===== src/rtl/voice_alloc.sv =====
// Polyphonic voice allocator in front of synth.
// Note-on/off events arrive over a valid/ready handshake. Each event is scanned
// against every voice, one voice per cycle, and then committed. When no voice
// is free, the least-recently-allocated voice is stolen.
module voice_alloc #(
  parameter int NUM_UNITS  = 4,
  parameter int FREQ_WIDTH = 16,
  parameter int AMP_WIDTH  = 16,
  parameter int NOTE_WIDTH = 7
) (
  input  logic                            ctl_clk,
  input  logic                            ctl_rst,
  input  logic                            ev_valid,
  output logic                            ev_ready,
  input  logic                            ev_on,
  input  logic [NOTE_WIDTH-1:0]           ev_note,
  input  logic [FREQ_WIDTH-1:0]           ev_freq,
  input  logic [AMP_WIDTH-1:0]            ev_amp,
  input  logic [1:0]                      ev_wave,
  input  logic                            panic,
  output logic [FREQ_WIDTH*NUM_UNITS-1:0] freq_in,
  output logic [AMP_WIDTH*NUM_UNITS-1:0]  amp_in,
  output logic [2*NUM_UNITS-1:0]          wave_type,
  output logic [NUM_UNITS-1:0]            voice_active,
  output logic                            steal
);

  // Voice indices and LRU ranks share one width.
  localparam int IW = (NUM_UNITS > 1) ? $clog2(NUM_UNITS) : 1;
  localparam logic [IW-1:0] LAST = IW'(NUM_UNITS - 1);

  typedef enum logic [1:0] {IDLE, SCAN, COMMIT} state_t;

  state_t state;
  logic [IW-1:0] idx;

  // Latched event.
  logic                  on_q;
  logic [NOTE_WIDTH-1:0] tag_q;
  logic [FREQ_WIDTH-1:0] lfreq_q;
  logic [AMP_WIDTH-1:0]  lamp_q;
  logic [1:0]            lwave_q;

  // Scan results.
  logic          match_found;
  logic          free_found;
  logic [IW-1:0] match_idx;
  logic [IW-1:0] free_idx;
  logic [IW-1:0] oldest_idx;

  // Per-voice state.
  logic                  active_q [NUM_UNITS];
  logic [NOTE_WIDTH-1:0] note_q   [NUM_UNITS];
  logic [FREQ_WIDTH-1:0] freq_q   [NUM_UNITS];
  logic [AMP_WIDTH-1:0]  amp_q    [NUM_UNITS];
  logic [1:0]            wave_q   [NUM_UNITS];
  logic [IW-1:0]         rank_q   [NUM_UNITS];

  // Note-on target selection.
  logic [IW-1:0] target;
  logic          take_steal;

  // panic blocks acceptance even in IDLE.
  assign ev_ready = (state == IDLE) && !panic;

  // Choose retrigger, then free voice, then the oldest voice.
  always_comb begin
    // NOTE: every always_comb output gets a default first so no latch is inferred.
    target     = oldest_idx;
    take_steal = 1'b0;
    if (match_found) begin
      target = match_idx;
    end else if (free_found) begin
      target = free_idx;
    end else begin
      take_steal = 1'b1;
    end
  end

  // Handshake FSM: accept, scan one voice per cycle, commit.
  always_ff @(posedge ctl_clk or negedge ctl_rst) begin
    if (!ctl_rst) begin
      // NOTE: sequential state uses non-blocking assignments only.
      state       <= IDLE;
      idx         <= '0;
      on_q        <= 1'b0;
      tag_q       <= '0;
      lfreq_q     <= '0;
      lamp_q      <= '0;
      lwave_q     <= '0;
      match_found <= 1'b0;
      free_found  <= 1'b0;
      match_idx   <= '0;
      free_idx    <= '0;
      oldest_idx  <= '0;
    end else if (panic) begin
      state <= IDLE;
    end else begin
      unique case (state)
        IDLE: begin
          if (ev_valid && ev_ready) begin
            on_q        <= ev_on;
            tag_q       <= ev_note;
            lfreq_q     <= ev_freq;
            lamp_q      <= ev_amp;
            lwave_q     <= ev_wave;
            match_found <= 1'b0;
            free_found  <= 1'b0;
            match_idx   <= '0;
            free_idx    <= '0;
            oldest_idx  <= '0;
            idx         <= '0;
            state       <= SCAN;
          end
        end
        SCAN: begin
          if (active_q[idx] && (note_q[idx] == tag_q) && !match_found) begin
            match_found <= 1'b1;
            match_idx   <= idx;
          end
          if (!active_q[idx] && !free_found) begin
            free_found <= 1'b1;
            free_idx   <= idx;
          end
          if (rank_q[idx] == LAST) begin
            oldest_idx <= idx;
          end
          if (idx == LAST) begin
            state <= COMMIT;
          end else begin
            idx <= idx + 1'b1;
          end
        end
        COMMIT: state <= IDLE;
        default: state <= IDLE;
      endcase
    end
  end

  // Voice state: committed on COMMIT, cleared by panic.
  always_ff @(posedge ctl_clk or negedge ctl_rst) begin
    if (!ctl_rst) begin
      steal <= 1'b0;
      // NOTE: the voice arrays are a handful of flops, not RAM, so they take reset.
      for (int i = 0; i < NUM_UNITS; i++) begin
        active_q[i] <= 1'b0;
        note_q[i]   <= '0;
        freq_q[i]   <= '0;
        amp_q[i]    <= '0;
        wave_q[i]   <= '0;
        rank_q[i]   <= IW'(i);
      end
    end else begin
      steal <= 1'b0;
      if (panic) begin
        for (int i = 0; i < NUM_UNITS; i++) begin
          active_q[i] <= 1'b0;
          amp_q[i]    <= '0;
        end
      end else if (state == COMMIT) begin
        if (on_q) begin
          steal <= take_steal;
          for (int i = 0; i < NUM_UNITS; i++) begin
            if (IW'(i) == target) begin
              active_q[i] <= 1'b1;
              note_q[i]   <= tag_q;
              freq_q[i]   <= lfreq_q;
              amp_q[i]    <= lamp_q;
              wave_q[i]   <= lwave_q;
              rank_q[i]   <= '0;
            end else if (rank_q[i] < rank_q[target]) begin
              rank_q[i] <= rank_q[i] + 1'b1;
            end
          end
        end else if (match_found) begin
          active_q[match_idx] <= 1'b0;
          amp_q[match_idx]    <= '0;
        end
      end
    end
  end

  // Pack per-voice registers onto the synth buses.
  always_comb begin
    freq_in      = '0;
    amp_in       = '0;
    wave_type    = '0;
    voice_active = '0;
    for (int i = 0; i < NUM_UNITS; i++) begin
      freq_in[FREQ_WIDTH*i +: FREQ_WIDTH] = freq_q[i];
      amp_in[AMP_WIDTH*i +: AMP_WIDTH]    = amp_q[i];
      wave_type[2*i +: 2]                 = wave_q[i];
      voice_active[i]                     = active_q[i];
    end
  end

endmodule


===== config.mk =====
export PLATFORM = sky130hd
export DESIGN_NAME = voice_alloc
export DESIGN_NICKNAME = d
export VERILOG_FILES = /design/src/rtl/voice_alloc.sv
export SDC_FILE = /design/constraint.sdc
export NUM_CORES = 1
export LEC_CHECK = 0
export ABC_AREA = 0
export BUFFER_PORTS_ARGS = -buffer_cell sky130_fd_sc_hd__clkbuf_2
export CORE_ASPECT_RATIO = 2
export CORE_MARGIN = 3
export CORE_UTILIZATION = 55
export DETAILED_ROUTE_END_ITERATION = 8
export PLACE_DENSITY = 0.82
export SYNTH_ARGS = -nofsm -noshare
export SYNTH_HDL_FRONTEND = slang
export SYNTH_SLANG_ARGS = --single-unit

===== constraint.sdc =====
create_clock -name ctl_clk -period 3.56 [get_ports ctl_clk]
set_input_delay 0.356 -clock ctl_clk [delete_from_list [all_inputs] [get_ports ctl_clk]]
set_output_delay 0.356 -clock ctl_clk [all_outputs]
set_load 0.02 [all_outputs]

==> flow_summary.yaml, run 1 <==
route:
  wl_microns: 22400
  via_per_inst: 5.88
  drtIter0Drc: 267
  drc: 0
  post_drt_wl_per_cell_microns: 21.0
  drt_pre_antenna_iters: 4
  ant_nets: 0
  vias: 6276
sta:
  rsz0062_at_grt: "false"
  worst_slack_ns: 0.779
  period_share_pct: 78.1
  period_needed_ns: 2.78
  maxSlewViolCount: 0
  fin_tns_setup_ns: 0
  max_freq_mhz: 360
  setup_viol: 0
  hold_viol_final: 0
  tightest_slew_ns: 0.903
  max_slew_margin_pct: 39.8
  skew_ns: 0.00683
synth:
  synth_top_cell_by_area: "dfrtp_1"
  synth.yosys.warnings: 0
  synthCells: 659
  synth_area_sq_mm: 0.00957
  yosysTopAreaCellShare_pct: 59.4
  synth_top_cells_by_area: "dfrtp_1, mux2_2, a22o_1"
  synth_nets: 710
  synth.distinct_cells: 52
  synth-seq-cells: 231
  syn_avg_cell_area_sq_um: 14.5
  ys_seq_area_share_pct: 60.5
clock_network:
  cts_tree: "done"
  cts_buffers: 21
  cts_max_path_buffers: 3
  clkSinkCount: 231
  cts-root-buf: "clkbuf_16"
  clk_pin_slew_ns: 0.07
  ctsResizeCount: 0
  h-tree-depth: 1
  clkLatencyLatePin_ns: 0.49
  post_cts_buffers: 0
final_layout:
  area_growth_pct: 19.0
  layout_common_cells: "dfrtp_1, clkbuf_2, mux2_2"
  seq_area_sq_mm: 0.00579
  multiInputGateArea_sq_mm: 0.00349
  antenna-diode-count: 0
  final_common_cell: "dfrtp_1"
  drive_gt1_share_pct: 42.4
  finalNetCount: 897
  nFillCells: 1224
  utilization_pct: 67.2
setup_path:
  crit_type: "register to register"
  endpoint_kind: "register"
  cpMaxStageDelayCell: "mux4_2"
  critPathRequiredTime_ns: 3.97
  crit_arrival_ns: 3.19
  critPathMaxFanout: 10
  critPathLaunchType: "register"
  cp_cell_sequence: "mux2i_2 -> a21oi_4 -> mux4_2 -> inv_1 -> ha_1 -> nor3_1 -> nand2_1 -> or3_1 -> o211ai_1"
  cp_top_family: "multiplexers"
  crit_buf_inv: 1
  slowest_delay_ns: 0.54
place:
  gp_congestion: 0.888
  dpl.hpwl_microns: 15700
  numPortBuffers: 187
  dp_slack_ns: 0.799
floorplan:
  die_w_microns: 99.3
  coreArea_sq_mm: 0.0169
  boundaryPins: 188
  start_util_pct: 56.5
  rows: 67
  dieArea_sq_mm: 0.0191
  die_y_microns: 193
global_route:
  grt_max_degree: 96
  grt_overflow: 0
  grt_pass1_wl_microns: 35500
  grtUsageTotal_pct: 23.4
  antenna_found_initial: 0
  grt_pass1_vias: 6759
power_and_ir_drop:
  leakage_nw: 5.88
  p_per_area_mw_per_mm2: 547
  ir_worst_vdd_uv: 449
job:
  drv_cap: 0
outcome:
  status: "finished, final reports clean"
worst_hold_path:
  hold_path_class: "input pin to register"
-- metrics by stage --
stage / instance area, sq um / power [mW] / hold WS (ns) / instances
after floorplan: 9570 / 3.67 / 0.0604 / 659
after global routing: 11400 / 6.47 / 0.0757 / 1067
final: 11400 / 6.22 / 0.0926 / 1067
after global placement: 10700 / 3.92 / 0.423 / 1029
after CTS: 11400 / 6.28 / 0.0781 / 1067
after detailed placement: 10700 / 3.95 / 0.424 / 1029
-- cell type report --
class / instances / share of cell area [%]
well taps: 207 / 2.28
multi-input cells: 376 / 30.6
repair buffers: 202 / 9.54
clock buffers: 28 / 5.11
inverters: 14 / 0.462
clock inverters: 9 / 1.13
flip-flops and latches: 231 / 50.8
-- sequential cells by signal (all words and copies together), names as in the netlist --
register / flops
rank_q: 8
lamp_q: 16
tag_q: 7
on_q: 1
idx: 2
state: 2
free_found: 1
amp_in: 64
match_idx: 2
free_idx: 2
voice_active: 4
oldest_idx: 2
note_q: 28
match_found: 1
freq_in: 64
wave_type: 8
lwave_q: 2
steal: 1
lfreq_q: 16
-- where the power goes --
| part | internal, mW | switching [mW] |
|---|---|---|
| logic | 0.354 | 0.378 |
| registers | 2.84 | 0.324 |
| clock network | 1.37 | 0.953 |
-- timing repair --
item,4_1_cts,5_1_grt
endpoints found under the hold margin,89,0
hold buffers,1,0
endpoints found under the setup margin,0,0
-- cell families (layout without fill, tap and decap cells) --
group,count (synthesis),count (layout),share of synthesized area [%]
and+or+nand+nor,75,75,4.43
muxes,159,159,20.0
buffers and inverters,52,253,3.07
DFF,231,231,60.5
xor gates and xnor gates,7,7,0.641
AOI/OAI and AO/OA,130,130,10.7
adders and majority gates,5,5,0.654
-- per-layer routing --
metal / part of all wire, % / global-route usage [%] / up-vias
met5: 0 / 0 / -
met2: 54 / 42.6 / 229
li1: - / - / 2819
met4: 4.6 / 10.8 / 0
met1: 36 / 26.3 / 3161
met3: 5.5 / 4.16 / 67
-- Yosys cell counts (all sizes together) --
library cell / count
inv: 14
or2: 1
dfrtp: 227
mux2i: 2
nor2b: 2
o211a: 1
a31oi: 4
a31o: 5
o21a: 2
o21ai: 19
mux4: 9
buf: 28
clkbuf: 10
nor3: 11
and2: 6
nor2: 17
nor4: 1
nand3b: 3
or4: 1
ha: 5
or3: 2
o31a: 1
a2bb2oi: 2
and3: 3
nand2: 13
o22ai: 4
nand4: 4
xnor2: 7
nand3: 9
o311a: 4
nand2b: 1
and2b: 1
a21oi: 12
dfstp: 4
mux2: 148
o211ai: 7
a22o: 65
a211oi: 4
-- final timing paths --
| kind | depth (start not counted) | start | slack (ns) | end |
|---|---|---|---|---|
| worst min register to register | 1 | note_q[26] | 0.48 | note_q[26] |
| max in group asynchronous | 3 | ctl_rst | 2.12 | note_q[7] |
| min in group asynchronous | 2 | ctl_rst | 0.49 | lfreq_q[6] |
| worst min-delay path | 2 | ev_amp[2] | 0.09 | lamp_q[2] |
| worst max-delay path | 9 | free_found | 0.78 | rank_q[3] |
| worst max register to register | 9 | free_found | 0.78 | rank_q[3] |
Note: power is estimated with default switching activity, not from simulation.
==> inputs of run 2 (changes only) <==
==> config.mk (replaced) <==
export PLATFORM = sky130hd
export DESIGN_NAME = voice_alloc
export DESIGN_NICKNAME = d
export VERILOG_FILES = /design/src/rtl/voice_alloc.sv
export SDC_FILE = /design/constraint.sdc
export NUM_CORES = 1
export LEC_CHECK = 0
export ABC_AREA = 1
export BUFFER_PORTS_ARGS = -buffer_cell sky130_fd_sc_hd__clkbuf_2
export CORE_ASPECT_RATIO = 2
export CORE_MARGIN = 3
export CORE_UTILIZATION = 50
export DETAILED_ROUTE_END_ITERATION = 8
export PLACE_DENSITY = 0.78
export SYNTH_ARGS = -nofsm -noshare
export SYNTH_HDL_FRONTEND = slang
export SYNTH_SLANG_ARGS = --single-unit
==> constraint.sdc (replaced) <==
create_clock -name ctl_clk -period 2.4 [get_ports ctl_clk]
set_input_delay 0.24 -clock ctl_clk [delete_from_list [all_inputs] [get_ports ctl_clk]]
set_output_delay 0.24 -clock ctl_clk [all_outputs]
set_load 0.02 [all_outputs]
==> run 2 against run 1 <==
  * Sequential power rose by 64%
  * Global-route usage is 0.83 points higher
  * Fmax is 29% higher
  * Clock power is 48% higher
  * First-iteration DRC count rose by 53%
  * Flip-flop and latch count stayed put
  * Combinational power rose to 5.6 times the previous value
  * Routed wire length is 16% higher
  * Core utilization down 3.9 points
  * Worst setup slack worse by 0.53 ns
  * Critical endpoint is now rank_q[7]
==> flow_summary.yaml, run 2 <==
synth:
  postSynth.asyncResetShare_pct: 100
  synth_top_cells_by_area: "dfrtp_1, nand2_1, a21oi_1"
  post-synth-top-count-cell: "nand2_1"
  synth_edf_count: 0
  synth.yosys.warnings: 0
  yosysTopAreaCellShare_pct: 57.1
  ys_seq_area_share_pct: 58.2
  synth-seq-cells: 231
  synth.distinct_cells: 32
  synth_nets: 1134
  synth_top_cell_by_area: "dfrtp_1"
  synth_common_cells: "nand2_1, dfrtp_1, a21oi_1"
  syn_avg_cell_area_sq_um: 9.18
  synthCells: 1083
  ys.flop_type: "dfrtp_1"
  synth_area_sq_mm: 0.00995
route:
  met1_length_microns: 9030
  vias: 8250
  drt_pre_antenna_iters: 5
  via_per_inst: 5.23
  drc: 0
  routed-wl-met2_microns: 14300
  wl_met3_microns: 1430
  routed.top_layer: "met4"
  ant_nets: 0
  wl_microns: 26100
  post_drt_wl_per_cell_microns: 16.5
  drtIter0Drc: 408
final_layout:
  layout_common_cells: "nand2_1, dfrtp_1, clkbuf_2"
  area_growth_pct: 23.9
  final_common_cell: "nand2_1"
  drive_gt1_share_pct: 23.8
  finalNetCount: 1354
  antenna-diode-count: 0
sta:
  fin_tns_setup_ns: 0
  period_share_pct: 89.6
  skew_ns: 0.0165
  hold_viol_final: 0
  setup_viol: 0
  tightest_slew_ns: 0.812
  period_needed_ns: 2.15
  maxSlewViolCount: 0
  worst_slack_ns: 0.249
  rsz0062_at_grt: "false"
  max_slew_margin_pct: 45.8
  max_freq_mhz: 465
clock_network:
  clkLatencyLatePin_ns: 0.51
  h-tree-depth: 1
  cts_max_path_buffers: 3
  post_cts_buffers: 0
  clk_pin_slew_ns: 0.07
  clkSinkCount: 231
  cts-root-buf: "clkbuf_16"
  cts_tree: "done"
  cts_buffers: 20
floorplan:
  dieArea_sq_mm: 0.0217
  coreArea_sq_mm: 0.0195
  die_y_microns: 205
  start_util_pct: 51.1
  rows: 72
  die_w_microns: 106
  boundaryPins: 188
global_route:
  antenna_found_initial: 0
  grt_pass1_vias: 8708
  grtUsageTotal_pct: 24.2
  grt_max_degree: 73
  grt_overflow: 0
  grt_pass1_wl_microns: 42500
power_and_ir_drop:
  leakage_nw: 6.29
  ir_worst_vdd_uv: 718
  p_per_area_mw_per_mm2: 1030
  total_power_mw: 12.7
job:
  drv_cap: 0
setup_path:
  critPathRequiredTime_ns: 2.79
  r2r_slack_ns: 0.25
  endpoint: "rank_q[7]"
  critPathMaxFanout: 6
  critPathLaunchType: "register"
  crit_type: "register to register"
  endpoint_kind: "register"
  crit_path_start: "match_found"
  reg2reg_depth: 14
  crit_arrival_ns: 2.54
  reg2reg_to: "rank_q[7]"
  r2r-start: "match_found"
place:
  gp_congestion: 0.965
  dp_slack_ns: 0.164
  numPortBuffers: 187
  dpl.hpwl_microns: 17600
outcome:
  status: "finished, final reports clean"
worst_hold_path:
  hold_path_class: "input pin to register"
==> run 2: cell count changes after synthesis, sizes merged, moves of 65 or more <==
cell	previous run	this run
a22o	65	0
nor2	17	86
mux2	148	16
a21oi	12	159
o21ai	19	118
inv	14	118
nand2	13	238
==> run 2: final cells by class <==
type / instances / area (sq um)
clock inverter: 12 / 151
sequential: 231 / 5790
clock buffer: 24 / 556
inverter: 118 / 445
tap: 259 / 324
timing repair buffer: 249 / 1570
multi-input combinational: 683 / 3480
fill: 1577 / 7140
==> run 2: critical path: stages (launching register included) <==
cell and delay [ns]:
dfrtp_1 0.44, inv_2 0.13, nand3_2 0.10, o21ai_4 0.12, inv_2 0.10, nand2_4 0.07, inv_4 0.05, a21oi_1 0.18
o221ai_2 0.18, ha_1 0.32, nand2_1 0.05, nand2_1 0.09, nand2_1 0.08, nand2_1 0.08, nand2_1 0.05
==> run 2: per-stage QoR <==
stage | hold WS (ns) | instances | cell area (sq um) | utilization, %
finish | 0.0209 | 1576 | 12300 | 63.3
global route | 0.0175 | 1576 | 12300 | 63.3
CTS | 0.00929 | 1576 | 12300 | 63.3
detailed placement | 0.237 | 1501 | 11200 | 57.6
global placement | 0.238 | 1501 | 11200 | 57.6
floorplan | -0.0556 | 1083 | 9950 | -
==> run 2: worst min path at each step <==
stage	start	to	slack, ns	depth (start not counted)
2_1_floorplan	ctl_rst	amp_in[0]	-0.06	0
4_1_cts	ev_on	on_q	0.009	3
5_1_grt	ev_freq[0]	lfreq_q[0]	0.02	3
3_3_place_gp	ctl_rst	freq_in[18]	0.24	1
6_report	ev_note[4]	tag_q[4]	0.02	3
3_5_place_dp	ctl_rst	freq_in[35]	0.24	1
==> run 2: timing repair <==
item	CTS	global route
hold endpoints to repair	106	0
hold buffers	39	0
endpoints found under the setup margin	0	6
resized for setup	0	1
==> run 2: power breakdown <==
group	internal (mW)	switching, mW	total (mW)
registers	4.71	0.500	5.21
clock network	1.99	1.45	3.44
logic	1.37	2.73	4.10
total	8.07	4.68	12.7
==> run 2: cell families after synthesis <==
family | share of synthesized area, %
AND/OR/NAND/NOR | 15.8
multiplexers | 1.81
buffers and inverters | 6.98
adder cells (fa/ha/maj) | 0.629
flip-flops | 58.2
AO/OA/AOI/OAI | 16.6
==> run 2: metal layers <==
metal / GRT usage [%] / vias up
li1: - / 3932
met2: 45.6 / 310
met1: 25.4 / 3915
met3: 3.70 / 93
met5: 0 / -
met4: 13.1 / 0
